### src/rtl/rdm_axis_echo_responder.sv
// ============================================================================
// rdm_axis_echo_responder
//
// Far-end peer for the 64-bit RDM network stream. It buffers each request
// packet whole and then replays it as the reply. Beat 0 of the reply has its
// 32-bit halves swapped, which emulates a source/destination header swap.
// Requests longer than MAX_BEATS are discarded. Reception and transmission
// never overlap: the input is held off for the whole time a reply is sent.
//
// Parameters
//   MAX_BEATS      buffer depth in 64-bit beats (>= 2)
//
// Ports
//   clk_390        network clock, rising-edge active
//   sys_rst        asynchronous active-high reset
//   from_net_*     request AXI-Stream slave (tdata/tkeep/tuser/tlast/tvalid/tready)
//   to_net_*       reply AXI-Stream master (tdata/tkeep/tuser/tlast/tvalid/tready)
//   pkt_rx_cnt     packets fully buffered (wraps)
//   pkt_tx_cnt     packets fully sent (wraps)
//   pkt_drop_cnt   oversized packets discarded (wraps)
// ============================================================================
module rdm_axis_echo_responder #(
    parameter int MAX_BEATS = 64
) (
    input  logic        clk_390,
    input  logic        sys_rst,

    input  logic [63:0] from_net_tdata,
    input  logic [7:0]  from_net_tkeep,
    input  logic [63:0] from_net_tuser,
    input  logic        from_net_tlast,
    input  logic        from_net_tvalid,
    output logic        from_net_tready,

    output logic [63:0] to_net_tdata,
    output logic [7:0]  to_net_tkeep,
    output logic [63:0] to_net_tuser,
    output logic        to_net_tlast,
    output logic        to_net_tvalid,
    input  logic        to_net_tready,

    output logic [31:0] pkt_rx_cnt,
    output logic [31:0] pkt_tx_cnt,
    output logic [31:0] pkt_drop_cnt
);

    // Pointers and length must be able to hold MAX_BEATS itself, so they are
    // one bit wider than the buffer address when MAX_BEATS is a power of two.
    localparam int PW = $clog2(MAX_BEATS + 1);
    localparam int AW = $clog2(MAX_BEATS);
    localparam logic [PW-1:0] MAX_P = PW'(MAX_BEATS);
    localparam logic [PW-1:0] ONE_P = PW'(1);

    typedef enum logic [1:0] {
        IDLE = 2'd0,
        RECV = 2'd1,
        DROP = 2'd2,
        SEND = 2'd3
    } state_t;

    state_t state;
    state_t state_nxt;

    // Packet storage; contents are don't-care after reset.
    logic [63:0] mem_data [MAX_BEATS];
    logic [7:0]  mem_keep [MAX_BEATS];
    logic [63:0] tuser_q;

    logic [PW-1:0] wr_ptr;
    logic [PW-1:0] rd_ptr;
    logic [PW-1:0] len;

    logic          acc;
    logic          snd;
    logic          room;
    logic          rd_last;
    logic          enter_send;
    logic          wr_en;
    logic [AW-1:0] wr_addr;
    logic [63:0]   rd_data;

    // ------------------------------------------------------------------------
    // Handshake decode
    // ------------------------------------------------------------------------
    assign from_net_tready = !sys_rst && (state != SEND);
    assign acc     = from_net_tvalid && from_net_tready;
    assign snd     = to_net_tvalid && to_net_tready;
    assign room    = (wr_ptr < MAX_P);
    assign rd_last = (rd_ptr == (len - ONE_P));

    // The first beat always lands at address 0, independent of the stale
    // wr_ptr left over from the previous packet.
    assign wr_en   = acc && ((state == IDLE) || ((state == RECV) && room));
    assign wr_addr = (state == IDLE) ? '0 : wr_ptr[AW-1:0];

    assign enter_send = (state != SEND) && (state_nxt == SEND);

    // ------------------------------------------------------------------------
    // FSM: state register
    // ------------------------------------------------------------------------
    always_ff @(posedge clk_390 or posedge sys_rst) begin
        if (sys_rst) begin
            state <= IDLE;
        end else begin
            state <= state_nxt;
        end
    end

    // ------------------------------------------------------------------------
    // FSM: next state
    // ------------------------------------------------------------------------
    always_comb begin
        state_nxt = state;
        case (state)
            IDLE: begin
                if (acc) begin
                    state_nxt = from_net_tlast ? SEND : RECV;
                end
            end
            RECV: begin
                if (acc) begin
                    if (room) begin
                        if (from_net_tlast) begin
                            state_nxt = SEND;
                        end
                    end else begin
                        // Overflow beat: the packet can no longer be echoed.
                        state_nxt = from_net_tlast ? IDLE : DROP;
                    end
                end
            end
            DROP: begin
                if (acc && from_net_tlast) begin
                    state_nxt = IDLE;
                end
            end
            SEND: begin
                if (snd && rd_last) begin
                    state_nxt = IDLE;
                end
            end
            default: state_nxt = IDLE;
        endcase
    end

    // ------------------------------------------------------------------------
    // FSM: outputs
    // Everything on to_net_* is forced to zero outside SEND so that reset
    // clears the reply stream at once through the state register.
    // ------------------------------------------------------------------------
    assign rd_data = mem_data[rd_ptr[AW-1:0]];

    always_comb begin
        to_net_tvalid = 1'b0;
        to_net_tdata  = '0;
        to_net_tkeep  = '0;
        to_net_tuser  = '0;
        to_net_tlast  = 1'b0;
        if (state == SEND) begin
            to_net_tvalid = 1'b1;
            to_net_tdata  = (rd_ptr == '0) ? {rd_data[31:0], rd_data[63:32]} : rd_data;
            to_net_tkeep  = mem_keep[rd_ptr[AW-1:0]];
            to_net_tuser  = tuser_q;
            to_net_tlast  = rd_last;
        end
    end

    // ------------------------------------------------------------------------
    // Packet storage and captured sideband (no reset on data)
    // ------------------------------------------------------------------------
    always_ff @(posedge clk_390) begin
        if (wr_en) begin
            mem_data[wr_addr] <= from_net_tdata;
            mem_keep[wr_addr] <= from_net_tkeep;
        end
        if (acc && (state == IDLE)) begin
            tuser_q <= from_net_tuser;
        end
    end

    // ------------------------------------------------------------------------
    // Pointers and length
    // ------------------------------------------------------------------------
    always_ff @(posedge clk_390 or posedge sys_rst) begin
        if (sys_rst) begin
            wr_ptr <= '0;
            rd_ptr <= '0;
            len    <= '0;
        end else begin
            if (acc && (state == IDLE)) begin
                wr_ptr <= ONE_P;
                if (from_net_tlast) begin
                    len <= ONE_P;
                end
            end else if (acc && (state == RECV) && room) begin
                wr_ptr <= wr_ptr + ONE_P;
                if (from_net_tlast) begin
                    len <= wr_ptr + ONE_P;
                end
            end

            if (enter_send) begin
                rd_ptr <= '0;
            end else if (snd) begin
                rd_ptr <= rd_ptr + ONE_P;
            end
        end
    end

    // ------------------------------------------------------------------------
    // Status counters (free-running, wrap at 2^32)
    // ------------------------------------------------------------------------
    always_ff @(posedge clk_390 or posedge sys_rst) begin
        if (sys_rst) begin
            pkt_rx_cnt   <= '0;
            pkt_tx_cnt   <= '0;
            pkt_drop_cnt <= '0;
        end else begin
            if (enter_send) begin
                pkt_rx_cnt <= pkt_rx_cnt + 32'd1;
            end
            if (snd && rd_last) begin
                pkt_tx_cnt <= pkt_tx_cnt + 32'd1;
            end
            if (acc && from_net_tlast &&
                (((state == RECV) && !room) || (state == DROP))) begin
                pkt_drop_cnt <= pkt_drop_cnt + 32'd1;
            end
        end
    end

endmodule

### config.mk
export PLATFORM = sky130hd
export DESIGN_NAME = rdm_axis_echo_responder
export DESIGN_NICKNAME = d
export VERILOG_FILES = /design/src/rtl/rdm_axis_echo_responder.sv
export SDC_FILE = /design/constraint.sdc
export NUM_CORES = 2
export LEC_CHECK = 0
export BUFFER_PORTS_ARGS = -buffer_cell sky130_fd_sc_hd__buf_4
export CORE_MARGIN = 5
export CORE_UTILIZATION = 55
export CTS_CLUSTER_DIAMETER = 50
export CTS_CLUSTER_SIZE = 20
export DETAILED_ROUTE_END_ITERATION = 7
export MAX_ROUTING_LAYER = met4
export PLACE_DENSITY = 0.71
export SLEW_MARGIN = 20
export SYNTH_ARGS = -nofsm -noshare
export SYNTH_HDL_FRONTEND = slang
export SYNTH_MEMORY_MAX_BITS = 65536
export SYNTH_SLANG_ARGS = --single-unit
### constraint.sdc
create_clock -name clk_390 -period 10.9 [get_ports clk_390]
set_clock_uncertainty 0.05 [all_clocks]
set_input_delay 0 -clock clk_390 [delete_from_list [all_inputs] [get_ports clk_390]]
set_output_delay 0 -clock clk_390 [all_outputs]
set_load 0.01 [all_outputs]
==> reports/results.tsv <==
metric	value	unit
status	finished, final reports clean	
cts_tree	yes	
power	47.8	mW
grt_pass1_wl	788000	um
clock_sinks	4791	
path_max_fanout	123	
hold_path_class	primary input to register	
instances_no_fill	14517	
required	10.85	ns
synthTopCellsByArea	edfxtp_1 (75%), mux4_2 (11%), mux2i_1 (3.7%)	
critPathLaunchType	register	
synthTopCellsByCount	edfxtp_1 (4672), mux4_2 (871), mux2i_1 (685)	
core_area	337000	um2
die_area	350000	um2
die_width	591	um
final_max_slew_viol_count	0	
yosysTopAreaCellShare	75.5	%
finalCriticalPeriod	6.69	ns
startpoint	rd_ptr[1]	
nets	9744	
dp.final_hpwl	306000	um
cpMostUsedCell	buf_4	
yosysSeqAreaShare	77.1	%
path_cells	buf_4 > buf_12 > buf_4 > mux4_2 > mux4_2 > a22oi_1 > a21boi_0 > buf_4	
cts.path.max_buffers	4	
cts_made_buffers	422	
stdcell_area	211000	um2
clk_latency	1.01	ns
rows	213	
cts_resized	0	
drt_iter0_drc	18352	
avgSynthCellArea	21.0	um2
maxCapViolCount	0	
clkTransAtPathRegs	0.08	ns
grtUsageTotal	33.4	%
drive_gt1_share	24.6	%
fmax	149	MHz
grt_max_degree	127	
die_h	591	um
synthArstFlopShare	2.48	%
netlist_instances	8834	
start_util	55.2	%
cp_slowest_cell	buf_4	
synth.most_common_cell	edfxtp_1	
dp_cells	13476	
yosysTopAreaCell	edfxtp_1	
finalSetupTns	0	ns
port_buffers	375	
ant_nets	0	
syn_area	186000	um2
areaGrowthSynthToFinish	13.7	%
relSlewSlack	19.8	%
syn_nets	8982	
ys.warnings.count	0	
drtPass1Iterations	8	
wl	570000	um
postCtsSetupBuffers	0	
slowest_delay	0.87	ns
viasPerCell	6.95	
ir_drop	256	uV
cts-root-buf	clkbuf_16	
setup_violations	0	
grt_pass1_vias	98719	
hold_start	from_net_tdata[35]	
htree_levels	5	
synth_edf_count	4672	
worst_ep_arrival_time	6.64	ns
power_density	226	nW/um2
worst_slew_pin_slew	1.20	ns
cp-end-kind	output pin	
netlist-cell-type-count	93	
period_share	61.4	%
rsz0062_at_grt	false	
reg2reg_from	state[1]	
hold_ws	0.0531	ns
dpl-instance-area	194000	um2
wl_per_cell	39.2	um
cts_hold_buf	211	
yosys_most_used_dff	edfxtp_1	
critical_path_class	register to output pin	
vias	100915	
finalHoldViolCount	0	
antenna_found_initial	48	
gp_congestion	0.868	
drc_errors	0	
synth-seq-cells	4791	
p_leak	67.2	nW
num_io_pins	376	
gr-total-overflow	0	
[metrics by stage]
stage | utilization [%] | setup WS (ns)
global placement | 57.7 | 5.32
finish | 62.8 | 4.21
detailed placement | 57.7 | 5.28
CTS | 62.8 | 4.18
floorplan | - | 4.06
global route | 62.8 | 4.14
[metal layers]
| layer | GRT usage [%] | share of wire, % | routed length [um] | up-vias |
|---|---|---|---|---|
| met2 | 49.4 | 46 | 263000 | 8406 |
| met3 | 9.33 | 15 | 83600 | 1566 |
| li1 | - | - | - | 38674 |
| met1 | 43.9 | 34 | 191000 | 52269 |
| met4 | 14.8 | 5.6 | 32000 | 0 |
| met5 | - | 0 | 0 | - |
[cells by family after synthesis]
family,synth area share [%]
mux,14.9
compound gates,3.42
fa+ha+maj,0.0471
xor+xnor,0.518
simple gates,2.31
flops,77.1
buf+inv,1.73
[sequential cells by signal, summed over array words and instances, names as in the netlist]
name          cells
mem_data       4096
tuser_q          64
pkt_rx_cnt       32
pkt_drop_cnt     32
wr_ptr            7
state             2
rd_ptr            7
pkt_tx_cnt       32
len               7
mem_keep        512
[layout by cell type (no fill, tap or decap), drive strengths merged, types with 45 or more instances in the layout]
| cell type | Yosys | routed |
|---|---|---|
| clkbuf | 157 | 442 |
| nand3 | 125 | 125 |
| edfxtp | 4672 | 4672 |
| mux4 | 897 | 897 |
| a211oi | 53 | 53 |
| buf | 349 | 635 |
| inv | 16 | 170 |
| mux2 | 51 | 51 |
| o221ai | 110 | 110 |
| nand2 | 214 | 214 |
| dlygate4sd3 | 0 | 211 |
| o21ai | 97 | 97 |
| and3 | 77 | 77 |
| and2 | 45 | 45 |
| nor3 | 73 | 73 |
| mux2i | 685 | 685 |
| xnor2 | 63 | 63 |
| xor2 | 46 | 46 |
| a22oi | 116 | 116 |
| clkinv | 4 | 137 |
| dfrtp | 119 | 119 |
| a21oi | 158 | 158 |
| o22ai | 127 | 127 |
| nor2 | 184 | 184 |
[where the power goes]
| part | switching (mW) | internal, mW |
|---|---|---|
| combinational | 6.82 | 4.41 |
| clock | 7.55 | 8.40 |
| sequential | 0.254 | 20.4 |
[final timing paths]
| path | slack (ns) | depth (start not counted) | to |
|---|---|---|---|
| max | 4.21 | 8 | to_net_tdata[11] |
| min | 0.05 | 2 | mem_data[27][35] |
| max reg2reg | 5.18 | 8 | mem_data[62][5] |
| min reg2reg | 0.44 | 1 | pkt_drop_cnt[31] |
| max in group asynchronous | 9.07 | 5 | pkt_tx_cnt[14] |
| min in group asynchronous | 0.32 | 4 | wr_ptr[5] |
[area by class of cell]
class	count	area, um2
multi-input combinational	3515	40100
tap	4515	5650
clock inverter	349	4260
timing repair buffer	846	7240
fill	22200	125000
clock buffer	442	10700
sequential	4791	143000
antenna	39	97.6
inverter	20	96.3
[critical path, delay by kind of cell, from the launching register on]
kind                   cells  cell delay [ns]
AO/OA/AOI/OAI              2             0.91
buffers and inverters      4             2.56
flip-flops                 1             0.80
multiplexers               2             1.01
Power figures use the tool's default switching activity.
